**src/rtl/mux_scan_ctrl.sv**
```systemverilog
// Sequential scanner for an external N:1 mux: steps the select across all channels,
// assembles one frame per start request. Optional even-parity output via MUX_SCAN_PARITY_EN.
module mux_scan_ctrl #(
    parameter int N     = 16,
    parameter int SEL_W = 4
) (
    input  logic             clk,
    input  logic             rst,
    input  logic             start,
    input  logic             mux_out,
    output logic [0:SEL_W-1] sel,
    output logic             busy,
    output logic             done,
    output logic [0:N-1]     data
`ifdef MUX_SCAN_PARITY_EN
    ,
    output logic             parity
`endif
);

    typedef enum logic [1:0] {
        IDLE = 2'd0,
        SCAN = 2'd1,
        DONE = 2'd2
    } state_t;

    state_t           state_q, state_d;
    logic [0:SEL_W-1] sel_q, sel_d;
    logic             busy_q, busy_d;
    logic             done_q, done_d;
    logic [0:N-1]     sh_q, sh_d;
    logic [0:N-1]     data_q, data_d;
    logic             last_ch;
    logic [0:N-1]     frame_word;

    // The sample taken at this edge belongs to the channel currently on sel,
    // so the word completing on the last channel is the shift result itself.
    assign last_ch    = (sel_q == SEL_W'(N - 1));
    assign frame_word = {sh_q[1:N-1], mux_out};

    always_ff @(posedge clk or posedge rst) begin
        if (rst) begin
            state_q <= IDLE;
            sel_q   <= '0;
            busy_q  <= 1'b0;
            done_q  <= 1'b0;
            sh_q    <= '0;
            data_q  <= '0;
        end else begin
            state_q <= state_d;
            sel_q   <= sel_d;
            busy_q  <= busy_d;
            done_q  <= done_d;
            sh_q    <= sh_d;
            data_q  <= data_d;
        end
    end

    always_comb begin
        state_d = state_q;
        case (state_q)
            IDLE:    if (start) state_d = SCAN;
            SCAN:    if (last_ch) state_d = DONE;
            DONE:    state_d = IDLE;
            default: state_d = IDLE;
        endcase
    end

    always_comb begin
        sel_d  = sel_q;
        busy_d = busy_q;
        done_d = 1'b0;
        sh_d   = sh_q;
        data_d = data_q;
        case (state_q)
            IDLE: begin
                sel_d  = '0;
                busy_d = start;
            end
            SCAN: begin
                sh_d  = frame_word;
                sel_d = sel_q + SEL_W'(1);
                if (last_ch) begin
                    data_d = frame_word;
                    sel_d  = '0;
                    busy_d = 1'b0;
                    done_d = 1'b1;
                end
            end
            DONE: begin
                sel_d  = '0;
                busy_d = 1'b0;
            end
            default: begin
                sel_d  = '0;
                busy_d = 1'b0;
            end
        endcase
    end

`ifdef MUX_SCAN_PARITY_EN
    logic parity_q, parity_d;

    always_comb begin
        parity_d = parity_q;
        if (state_q == SCAN && last_ch) parity_d = ^frame_word;
    end

    always_ff @(posedge clk or posedge rst) begin
        if (rst) parity_q <= 1'b0;
        else     parity_q <= parity_d;
    end

    assign parity = parity_q;
`endif

    assign sel  = sel_q;
    assign busy = busy_q;
    assign done = done_q;
    assign data = data_q;

endmodule

```
**config.mk**
```make
export PLATFORM = sky130hd
export DESIGN_NAME = mux_scan_ctrl
export DESIGN_NICKNAME = d
export VERILOG_FILES = /design/src/rtl/mux_scan_ctrl.sv
export SDC_FILE = /design/constraint.sdc
export NUM_CORES = 1
export LEC_CHECK = 0
export CAP_MARGIN = 15
export CORE_MARGIN = 2
export CORE_UTILIZATION = 51
export DETAILED_ROUTE_END_ITERATION = 12
export PLACE_DENSITY = 0.77
export SKIP_CTS_REPAIR_TIMING = 1
export SLEW_MARGIN = 20
export SYNTH_ARGS = -nofsm -noshare
export SYNTH_HDL_FRONTEND = slang
export SYNTH_SLANG_ARGS = --single-unit
```
**constraint.sdc**
```tcl
create_clock -name clk -period 2.1 [get_ports clk]
set_input_delay 0.42 -clock clk [delete_from_list [all_inputs] [get_ports clk]]
set_output_delay 0.42 -clock clk [all_outputs]
set_load 0.01 [all_outputs]
```
Word-level counts from Yosys, hierarchy flattened
Index checks and enable logic that the tools add are counted.
{"block": "totals", "wordCells": 23, "inputBits": 4, "ff_bits": 39}
{"block": "op_classes", "reduce_logical": 3, "eq_ne": 4, "addsub": 1, "muxes": 9}
{"cell": "$mux W4", "count": 2}
{"cell": "$add A4 B1 Y4 const B", "count": 1}
{"cell": "$eq A4 B4 Y1 const B", "count": 1}
{"cell": "$mux W2", "count": 2}
{"cell": "$ne A2 B2 Y1 const B", "count": 2}
{"cell": "$pmux W2 S2", "count": 1}
{"cell": "$reduce_and A2 Y1", "count": 2}
{"cell": "$mux W1", "count": 3}
{"cell": "$eq A2 B1 Y1 const B", "count": 1}
{"cell": "$logic_not A2 Y1", "count": 1}
{"cell": "$pmux W1 S2", "count": 1}

Depth between registers and ports, before layout
{"block": "depth", "ltp_word": 3, "ltp_mapped": 5}

Worst setup path after synthesis
Ideal clock, no wire load.
{"block": "synth_timing", "path_kind": "reg-to-reg", "from": "register sel_q, in the netlist sel[3]", "to": "register data_q, in the netlist data[10]", "path_stages_with_launch": 6, "n_path_buf": 1, "slack_ps": 556, "period_less_slack_ps": 1544, "setup_ps": 125, "arrival_time_ps": 1418, "path_cell_list": "dfrtp_1 > ha_1 > nand3_4 > nor2_8 > buf_12 > mux2_4"}
{"block": "synth_via", "elab_chain_len": 2}
{"element": "from (decl)", "line_no": "28", "rtl": "logic [0:SEL_W-1] sel_q, sel_d;"}
{"element": "from (signal assigned)", "line_no": "51", "rtl": "sel_q <= sel_d;"}
{"element": "$eq A4 B4 Y1", "line_no": "38", "rtl": "assign last_ch = (sel_q == SEL_W'(N - 1));"}
{"element": "$reduce_and A2 Y1 (no line)"}
{"element": "to (signal assigned)", "line_no": "55", "rtl": "data_q <= data_d;"}
{"element": "to (decl)", "line_no": "32", "rtl": "logic [0:N-1] data_q, data_d;"}
Every way passes these cells.
A chain may end at the register's enable or synchronous reset.

Worst setup path after layout
{"block": "layout_timing", "from": "register sel_q, in the netlist sel[1]", "to": "output sel[1] (netlist bit)"}
{"element": "to (decl)", "line_no": "11", "rtl": "output logic [0:SEL_W-1] sel,"}
No word-level cell between the ends.

==> impl_metrics.tcl <==
set metrics [dict create \
    leakage_power_nw 0.8231 \
    hp-start "state_q[1]" \
    n_antenna_cell 0 \
    finalSetupViolCount 0 \
    crit_slowest_cell "sky130_fd_sc_hd__clkdlybuf4s50_1" \
    synth.yosys.seq_area_share 0.6357 \
    synth.top_cell.area_share 0.6357 \
    outcome "finished, violations left" \
    design.die.area_um2 3465 \
    fin_skew_ns 0.005996 \
    crit_arrival_ns 1.41 \
    global_route.overflow_total 0 \
    grt_use_total 0.1642 \
    synth.yosys.warnings 0 \
    core_region_area_um2 2805 \
    floorplan.initialDensity 0.5473 \
    ys.flop_type "sky130_fd_sc_hd__dfrtp_1" \
    synthToLayoutAreaGrowth_pct 23.47 \
    cts_root_buf "sky130_fd_sc_hd__clkbuf_4" \
    path_max_fanout 5 \
    postSynth.asyncResetShare 1.000 \
    timing.setup.tns_ns 0 \
    worstSkewPairLatency_ns 0.34 \
    drt_wl_total_mm 2.262 \
    final_max_slew_viol_count 0 \
    ir_worst_vdd_v 0.0009114 \
    rows 19 \
    clkSinkCount 39 \
    die-height_um 58.87 \
    worst-path-buf-inv 1 \
    final_min_period_over_clock_period 0.8718 \
    post_synth_inst_count 94 \
    timing.final.hold_violations 0 \
    first_global_vias 931 \
    clkSlewWorstSetupHoldPaths_ns 0.10 \
    total_cts_buffers 5 \
    synthTopCellsByCount "39 x sky130_fd_sc_hd__dfrtp_1, 22 x sky130_fd_sc_hd__mux2_2, 9 x sky130_fd_sc_hd__mux2_4" \
    initial_antenna_violation_count 0 \
    number_of_distinct_library_cells_after_synthesis 19 \
    clk_path_buf_depth 2 \
    drive_gt1_frac 0.3492 \
    synth_enable_flop_cells 0 \
    drc 2 \
    r2r_slack_ns 0.41 \
    via_count_normalized_by_instance_count 5.350 \
    netlist.top_cell.by_area "sky130_fd_sc_hd__dfrtp_1" \
    gp_routability_congestion 0.7217 \
    htree_levels 2 \
    num_vias 840 \
    post_detailed_route_count_of_antenna_violating_nets 0 \
    delay_of_the_slowest_cell_on_the_worst_path_ns 0.59 \
    die_width_um 58.87 \
    io_pins 26 \
    maxSlewHeadroom 0.6892 \
    drt-wirelength-per-cell_um 14.41 \
    worst_setup_path_category "reg2out" \
    maxCapViolCount 0 \
    buffer_ports.inserted 25 \
    synth-seq-cells 39 \
    rsz0062_at_grt "false" \
    min_delay_path_depth 1 \
    detailedPlacementHpwl_mm 1.488 \
    grt_first_pass_wirelength_mm 4.167 \
    ys_top_cells_by_area "sky130_fd_sc_hd__dfrtp_1 64%, sky130_fd_sc_hd__mux2_2 16%, sky130_fd_sc_hd__mux2_4 8.8%, sky130_fd_sc_hd__a21oi_1 1.3%, sky130_fd_sc_hd__buf_12 1.3%" \
    crit_path_end_kind "primary output" \
    nNetsFinal 130 \
    post-synth-top-count-cell "sky130_fd_sc_hd__dfrtp_1" \
    avgSynthCellArea_um2 16.33 \
    r2r_end "data[6]" \
    timing.hold.worst_endpoint "busy" \
    postSynthNetCount 99 \
    cp_data_required_time_ns 1.68 \
    fmax_ghz 0.5462 \
    post-route-worst-setup-slack_ns 0.2691 \
    pwr_density_cell_nw_per_um2 1602 \
    syn-cell-area_um2 1535 \
    grt_start_max_net_pins 40 \
    finalCriticalPeriod_ns 1.831 \
    violations "DRC" \
    reg2regPathDepth 4 \
    dr.pass1.iters 8 \
    worstReg2RegStart "sel[3]" \
    cp-start-kind "flop" \
    drt_iter0_drc 37 \
    hold_path_class "reg2reg" \
    place_ws_ns 0.4254 \
    family_with_the_most_delay_on_the_worst_path "buffers and inverters" \
    max_slew.worst_pin.slew_ns 0.4662 \
    cp_cell_sequence "clkdlybuf4s50_1" \
    clock_tree_from_tritoncts "yes" \
]
-- logic make-up (layout without fill, tap and decap cells) --
kind of cell    after synthesis  after routing  synth area share
simple gates                 11             11           0.05787
flops                        39             39            0.6357
mux                          31             31            0.2494
xor+xnor                      1              1          0.005706
fa+ha+maj                     1              1          0.008149
compound gates                5              5           0.01630
buf+inv                       6             38           0.02690
-- worst max-delay path by stage --
stage	slack, ns	cells after the start	end	start
floorplan	0.56	5	data[10]	sel[3]
global placement	0.51	4	data[6]	sel[3]
detailed placement	0.43	4	data[6]	sel[3]
CTS	0.25	1	sel[1]	sel[1]
global route	0.20	1	sel[1]	sel[1]
finish	0.27	1	sel[1]	sel[1]
-- flip-flops by register name, indices dropped and copies added (netlist names) --
register,cells
sh_q,15
data,16
busy,1
done,1
sel,4
state_q,2
-- metal layers --
| metal | part of all wire | global-route usage | vias to the layer above |
|---|---|---|---|
| met3 | 0.050 | 0.03956 | 5 |
| met2 | 0.47 | 0.2460 | 24 |
| li1 | - | - | 388 |
| met4 | 0.022 | 0.08766 | 0 |
| met1 | 0.45 | 0.2217 | 423 |
| met5 | 0 | 0 | - |
-- cells in the final DEF (no fill, tap or decap), drive strengths merged --
master / Yosys / final
dfrtp: 39 / 39
mux2: 31 / 31
clkdlybuf4s50: 0 / 25
clkbuf: 0 / 6
a21oi: 4 / 4
nor2: 4 / 4
inv: 3 / 3
buf: 3 / 2
nand2b: 2 / 2
nand3: 2 / 2
nand2: 1 / 1
xnor2: 1 / 1
nor3b: 1 / 1
nand4b: 1 / 1
o21ai: 1 / 1
ha: 1 / 1
clkinv: 0 / 1
bufinv: 0 / 1
-- metrics by stage --
| step | utilization | total power, W | std cells | instance area, um^2 | hold WS [ns] |
|---|---|---|---|---|---|
| floorplan | - | 0.002015 | 94 | 1535 | 0.4132 |
| global placement | 0.6450 | 0.002512 | 149 | 1809 | 0.4234 |
| detailed placement | 0.6450 | 0.002552 | 149 | 1809 | 0.4278 |
| CTS | 0.6757 | 0.003080 | 157 | 1896 | 0.4435 |
| global route | 0.6757 | 0.003254 | 157 | 1896 | 0.4676 |
| finish | 0.6757 | 0.003036 | 157 | 1896 | 0.4441 |
-- area by class of cell --
type                    count  area [um^2]
flip-flops and latches     39        975.9
fillers                   207        909.6
multi-input cells          49        518.0
repair buffers             27        265.3
clock buffers               6        51.30
well taps                  31        38.79
clock inverters             2        35.03
inverters                   3        11.26
-- power by group --
part | internal (W) | switching [W] | total (W)
combinational | 0.000760 | 0.000405 | 0.00117
sequential | 0.00111 | 0.000246 | 0.00136
clock | 0.000281 | 0.000233 | 0.000514
total | 0.00215 | 0.000884 | 0.00304
Power figures use the tool's default switching activity.
